## config.mk

```make
export PLATFORM = sky130hd
export DESIGN_NAME = lsu_instr_sequencer
export DESIGN_NICKNAME = d
export VERILOG_FILES = /design/src/rtl/lsu_seq_pkg.sv /design/src/rtl/lsu_seq_prog_mem.sv /design/src/rtl/lsu_instr_sequencer.sv
export SDC_FILE = /design/constraint.sdc
export NUM_CORES = 1
export LEC_CHECK = 0
export ABC_AREA = 1
export BUFFER_PORTS_ARGS = -buffer_cell sky130_fd_sc_hd__buf_2
export CAP_MARGIN = 10
export CORE_MARGIN = 1.5
export CORE_UTILIZATION = 50
export CTS_BUF_LIST = sky130_fd_sc_hd__clkbuf_8
export CTS_CLUSTER_DIAMETER = 80
export DETAILED_ROUTE_END_ITERATION = 10
export HOLD_SLACK_MARGIN = 0.1
export PLACE_DENSITY = 0.73
export SYNTH_ARGS = -nofsm -noshare
export SYNTH_HDL_FRONTEND = slang
export SYNTH_SLANG_ARGS = --single-unit
```

## constraint.sdc

```tcl
create_clock -name clk_i -period 2.4 [get_ports clk_i]
set_input_delay 0.24 -clock clk_i [delete_from_list [all_inputs] [get_ports clk_i]]
set_output_delay 0.24 -clock clk_i [all_outputs]
set_load 0.05 [all_outputs]
```

## src/rtl/lsu_seq_pkg.sv

```systemverilog
// Shared types and constants for the LSU instruction sequencer.
package lsu_seq_pkg;

  typedef enum logic [1:0] {
    IDLE     = 2'd0,
    ISSUE    = 2'd1,
    WAIT_MEM = 2'd2,
    DONE     = 2'd3
  } seq_state_e;

  typedef enum logic {
    MEM_LOAD  = 1'b0,
    MEM_STORE = 1'b1
  } mem_kind_e;

  localparam logic [6:0]  OPC_LOAD  = 7'b0000011;
  localparam logic [6:0]  OPC_STORE = 7'b0100011;
  localparam logic [31:0] INSTR_NOP = 32'h00000013;

  // Major opcode field of an RV32 instruction word.
  function automatic logic [6:0] opcode_of(input logic [31:0] instr);
    return instr[6:0];
  endfunction

endpackage

```

## src/rtl/lsu_seq_prog_mem.sv

```systemverilog
// Program store: PROG_DEPTH x 32 registers, async read, gated write, reset to NOP.
module lsu_seq_prog_mem
  import lsu_seq_pkg::*;
#(
  parameter int unsigned PROG_DEPTH = 8,
  localparam int unsigned AW        = $clog2(PROG_DEPTH)
) (
  input  logic          clk_i,
  input  logic          rst_ni,
  input  logic          we_i,
  input  logic [AW-1:0] waddr_i,
  input  logic [31:0]   wdata_i,
  input  logic [AW-1:0] raddr_i,
  output logic [31:0]   rdata_o
);

  logic [PROG_DEPTH-1:0][31:0] mem;

  // Every entry comes back as a NOP after reset; writes are gated by the caller.
  always_ff @(posedge clk_i or negedge rst_ni) begin
    if (!rst_ni) begin
      mem <= {PROG_DEPTH{INSTR_NOP}};
    end else if (we_i) begin
      mem[waddr_i] <= wdata_i;
    end
  end

  assign rdata_o = mem[raddr_i];

endmodule

```

## src/rtl/lsu_instr_sequencer.sv

```systemverilog
// Feeds a stored program into the core shim, stalling after each load/store
// until its memory response (or the watchdog) releases the sequencer.
module lsu_instr_sequencer
  import lsu_seq_pkg::*;
#(
  parameter int unsigned PROG_DEPTH    = 8,
  parameter int unsigned STALL_TIMEOUT = 16
) (
  input  logic                          clk_i,
  input  logic                          rst_ni,
  input  logic                          prog_we_i,
  input  logic [$clog2(PROG_DEPTH)-1:0] prog_addr_i,
  input  logic [31:0]                   prog_data_i,
  input  logic [$clog2(PROG_DEPTH):0]   prog_len_i,
  input  logic                          start_i,
  output logic [31:0]                   instr_o,
  output logic                          instr_valid_o,
  input  logic                          instr_ready_i,
  input  logic                          load_mem_resp_i,
  input  logic                          store_mem_resp_i,
  output logic                          busy_o,
  output logic                          done_o,
  output logic                          timeout_o,
  output logic [$clog2(PROG_DEPTH):0]   issued_cnt_o
);

  localparam int unsigned AW = $clog2(PROG_DEPTH);
  localparam int unsigned CW = AW + 1;
  localparam int unsigned WW = $clog2(STALL_TIMEOUT + 1);

  seq_state_e    state;
  mem_kind_e     exp_kind;
  logic [CW-1:0] pc;
  logic [CW-1:0] len;
  logic [CW-1:0] issued_cnt;
  logic [WW-1:0] wdog;
  logic          timeout_q;

  logic          busy;
  logic          prog_we;
  logic [31:0]   rd_instr;
  logic [CW-1:0] len_clamped;
  logic          resp_match;
  logic          wdog_expired;
  logic [6:0]    opc;

  assign busy    = (state == ISSUE) || (state == WAIT_MEM);
  assign prog_we = prog_we_i && !busy;

  lsu_seq_prog_mem #(
    .PROG_DEPTH(PROG_DEPTH)
  ) u_prog_mem (
    .clk_i  (clk_i),
    .rst_ni (rst_ni),
    .we_i   (prog_we),
    .waddr_i(prog_addr_i),
    .wdata_i(prog_data_i),
    .raddr_i(pc[AW-1:0]),
    .rdata_o(rd_instr)
  );

  // Lengths past the store size are clamped so pc never wraps.
  assign len_clamped = (prog_len_i > CW'(PROG_DEPTH)) ? CW'(PROG_DEPTH) : prog_len_i;

  // Only the response of the expected kind can release WAIT_MEM.
  assign resp_match   = (exp_kind == MEM_LOAD) ? load_mem_resp_i : store_mem_resp_i;
  assign wdog_expired = (wdog == WW'(STALL_TIMEOUT - 1));
  assign opc          = opcode_of(rd_instr);

  // Sequencer FSM with program counter, issue counter and watchdog.
  always_ff @(posedge clk_i or negedge rst_ni) begin
    if (!rst_ni) begin
      state      <= IDLE;
      exp_kind   <= MEM_LOAD;
      pc         <= '0;
      len        <= '0;
      issued_cnt <= '0;
      wdog       <= '0;
      timeout_q  <= 1'b0;
    end else begin
      case (state)
        IDLE, DONE: begin
          if (start_i) begin
            pc         <= '0;
            issued_cnt <= '0;
            timeout_q  <= 1'b0;
            wdog       <= '0;
            len        <= len_clamped;
            state      <= (len_clamped == '0) ? DONE : ISSUE;
          end
        end
        ISSUE: begin
          if (instr_ready_i) begin
            pc         <= pc + CW'(1);
            issued_cnt <= issued_cnt + CW'(1);
            wdog       <= '0;
            if (opc == OPC_LOAD) begin
              exp_kind <= MEM_LOAD;
              state    <= WAIT_MEM;
            end else if (opc == OPC_STORE) begin
              exp_kind <= MEM_STORE;
              state    <= WAIT_MEM;
            end else if (pc + CW'(1) == len) begin
              state    <= DONE;
            end
          end
        end
        WAIT_MEM: begin
          // A matching response on the expiry edge wins over the watchdog.
          if (resp_match || wdog_expired) begin
            if (!resp_match) timeout_q <= 1'b1;
            state <= (pc == len) ? DONE : ISSUE;
          end else begin
            wdog <= wdog + WW'(1);
          end
        end
        default: state <= IDLE;
      endcase
    end
  end

  // Outputs decode from registered state only.
  assign instr_valid_o = (state == ISSUE);
  assign instr_o       = (state == ISSUE) ? rd_instr : 32'h0;
  assign busy_o        = busy;
  assign done_o        = (state == DONE);
  assign timeout_o     = timeout_q;
  assign issued_cnt_o  = issued_cnt;

endmodule

```

==> results_dict.tcl <==
set metrics [dict create \
    clock-sinks 277 \
    die_w_um 162 \
    outcome "finished with violations" \
    rrSetupSlack_ns 0.22 \
    synth_area_leaders "dfrtp_1 50%, o21ai_0 15%, nand2_1 11%" \
    first_iter_violations 1048 \
    vdd_drop_max_mv 1.20 \
    crit_arrival_ns 2.26 \
    worstPathMaxFanout 8 \
    maxCapViolCount 0 \
    setup_slack_ns -0.105 \
    dieArea_mm2 0.0264 \
    whs_endpoint "u_prog_mem.mem[10]" \
    grt_pass1_vias 11128 \
    synthArstFlopShare_pct 100 \
    synth-edff-count 0 \
    ys.warnings.count 0 \
    layout_commonest_cell "nand2_1" \
    totalNegativeSetupSlack_ns -1.21 \
    r2r_end "timeout_o" \
    clock_latency_ns 0.55 \
    required_ns 2.16 \
    seq_area_frac_synth_pct 54.8 \
    grt_max_degree 72 \
    placed_area_mm2 0.0137 \
    hold_viol_final 0 \
    wl_per_cell_um 17.2 \
    ctsRootBufferMaster "clkbuf_8" \
    final_cell_mix "328 x nand2_1, 327 x o21ai_0, 250 x dfrtp_1" \
    ys_ff_latch 277 \
    design_area_mm2 0.0163 \
    syn_area_mm2 0.0127 \
    htreeDepth 2 \
    io-pin-count 86 \
    overflow 0 \
    antenna_cells 0 \
    min_period_ns 2.50 \
    routed_wl_um 35300 \
    ys.flop_type "dfrtp_1" \
    nets 1738 \
    synth.avg_cell_area_um2 8.18 \
    r2r-start "state[0]" \
    rsz0062_at_grt "true" \
    yosysTopAreaCell "dfrtp_1" \
    skew_ns 0.0167 \
    setup.worst_path.start_class "flop" \
    cts_tree "yes" \
    clkSlewWorstSetupHoldPaths_ns 0.06 \
    slew_headroom_pct 54.1 \
    tightest_slew_ns 0.689 \
    period_share_pct 104 \
    drtPass1Iterations 6 \
    drv_slew 0 \
    start_util_pct 50.7 \
    fin_util_pct 65.3 \
    ys_types 33 \
    synth_top_area_share_pct 49.9 \
    die_h_um 162 \
    violations "setup timing" \
    leakagePower_uw 0.00770 \
    core_mm2 0.0250 \
    syn_inst 1553 \
    hpwl_um 18300 \
    detail-route-antenna-nets 0 \
    area_growth_pct 28.7 \
    cts_made_buffers 47 \
    grt_util_all_layers_pct 26.5 \
    hp-start "prog_data_i[10]" \
    fmax_mhz 399 \
    vias_per_cell 5.58 \
    antenna_found_initial 0 \
    power_density_mw_per_mm2 1460 \
    end_kind "primary output" \
    num_rows 58 \
    grt_pass1_wl_um 56300 \
    clock_tree.buffer_depth 3 \
    finalSetupViolations 27 \
    synth.net_count 1606 \
    drc_errors 0 \
    drive_gt1_share_pct 21.5 \
    io_buffers 85 \
    ff2ff_path_depth 6 \
    gp_congestion 0.832 \
    worstSetupPathType "flop to primary output" \
    hold_path.class "input port to flop" \
    hold_depth 3 \
    vias 11450 \
]
## worst max-delay path, stage by stage, from the launching register on
cell	delay, ns
dfrtp_4	0.54
clkinv_8	0.15
buf_8	0.17
buf_16	0.14
nor2_1	0.13
o22ai_2	0.10
o21ai_2	0.22
nor2_1	0.08
buf_6	0.16
## what timing repair did
action	4_1_cts	5_1_grt
hold buffers	41	0
buffers inserted	4	6
setup endpoints to repair	32	32
pin swaps	21	37
hold endpoints to repair	259	0
resized for setup	136	110
cloned	8	9
## how the worst max path moves through the flow
| stage | startpoint | endpoint | slack, ns | depth (start not counted) |
|---|---|---|---|---|
| floorplan | state[1] | instr_o[23] | -0.06 | 6 |
| global placement | pc[0] | instr_o[28] | 0.37 | 7 |
| detailed placement | state[0] | u_prog_mem.mem[184] | 0.32 | 8 |
| CTS | pc[0] | instr_o[5] | -0.06 | 8 |
| global route | pc[0] | instr_o[5] | -0.19 | 8 |
| finish | pc[0] | instr_o[5] | -0.10 | 8 |
## flip-flops by register name, indices dropped and copies added, names as in the netlist
name            cells
u_prog_mem.mem    256
wdog                5
issued_cnt_o        4
len                 4
pc                  4
state               2
exp_kind            1
timeout_o           1
## metrics by stage
step	worst slack (ns)	power (µW)	instances	hold WS, ns
after floorplan	-0.0589	14600	1553	-0.0556
after global placement	0.370	16600	1898	0.227
after detailed placement	0.323	16800	1898	0.230
after CTS	-0.0648	22500	2038	0.103
after global routing	-0.192	25500	2053	0.118
final	-0.105	23800	2053	0.114
## cell type report
class,instances,area (µm²)
clock inverters,26,138
well taps,330,413
inverters,108,420
repair buffers,183,2050
flip-flops and latches,277,6970
fillers,2049,8700
clock buffers,61,840
multi-input cells,1068,5510
## layer usage
layer | vias to the layer above | wire length (µm) | GRT usage (%)
li1 | 5377 | - | -
met5 | - | 0 | 0
met4 | 0 | 796 | 7.05
met1 | 5585 | 15100 | 36.2
met3 | 66 | 2360 | 4.25
met2 | 422 | 17000 | 44.3
## cells in the mapped netlist, types with 2 or more instances
master,count
o21ai_0,380
nand3_2,2
clkbuf_1,68
o21ai_1,15
a31oi_1,25
inv_1,105
dfstp_2,24
ha_1,7
buf_2,15
a21oi_1,17
nor2_2,2
xor2_1,7
o22ai_1,31
nor2_1,175
nand2_1,363
buf_1,3
buf_4,11
inv_2,2
dfrtp_1,253
buf_6,2
nand3_1,34
## cells by family (layout without fill, tap and decap cells)
kind of cell | count (synthesis) | in the layout | share of synthesized area [%]
simple gates | 580 | 580 | 17.7
compound gates | 472 | 472 | 19.3
flops | 277 | 277 | 54.8
buf+inv | 208 | 378 | 6.83
xor+xnor | 9 | 9 | 0.680
fa+ha+maj | 7 | 7 | 0.690
## power breakdown
group | total [µW] | switching [µW] | internal (µW) | leakage [µW]
logic | 11100 | 6680 | 4430 | 0.00367
registers | 8390 | 1340 | 7050 | 0.00345
clock network | 4280 | 1890 | 2390 | 0.000574
total | 23800 | 9910 | 13900 | 0.00770
Note: power is estimated with default switching activity, not from simulation.
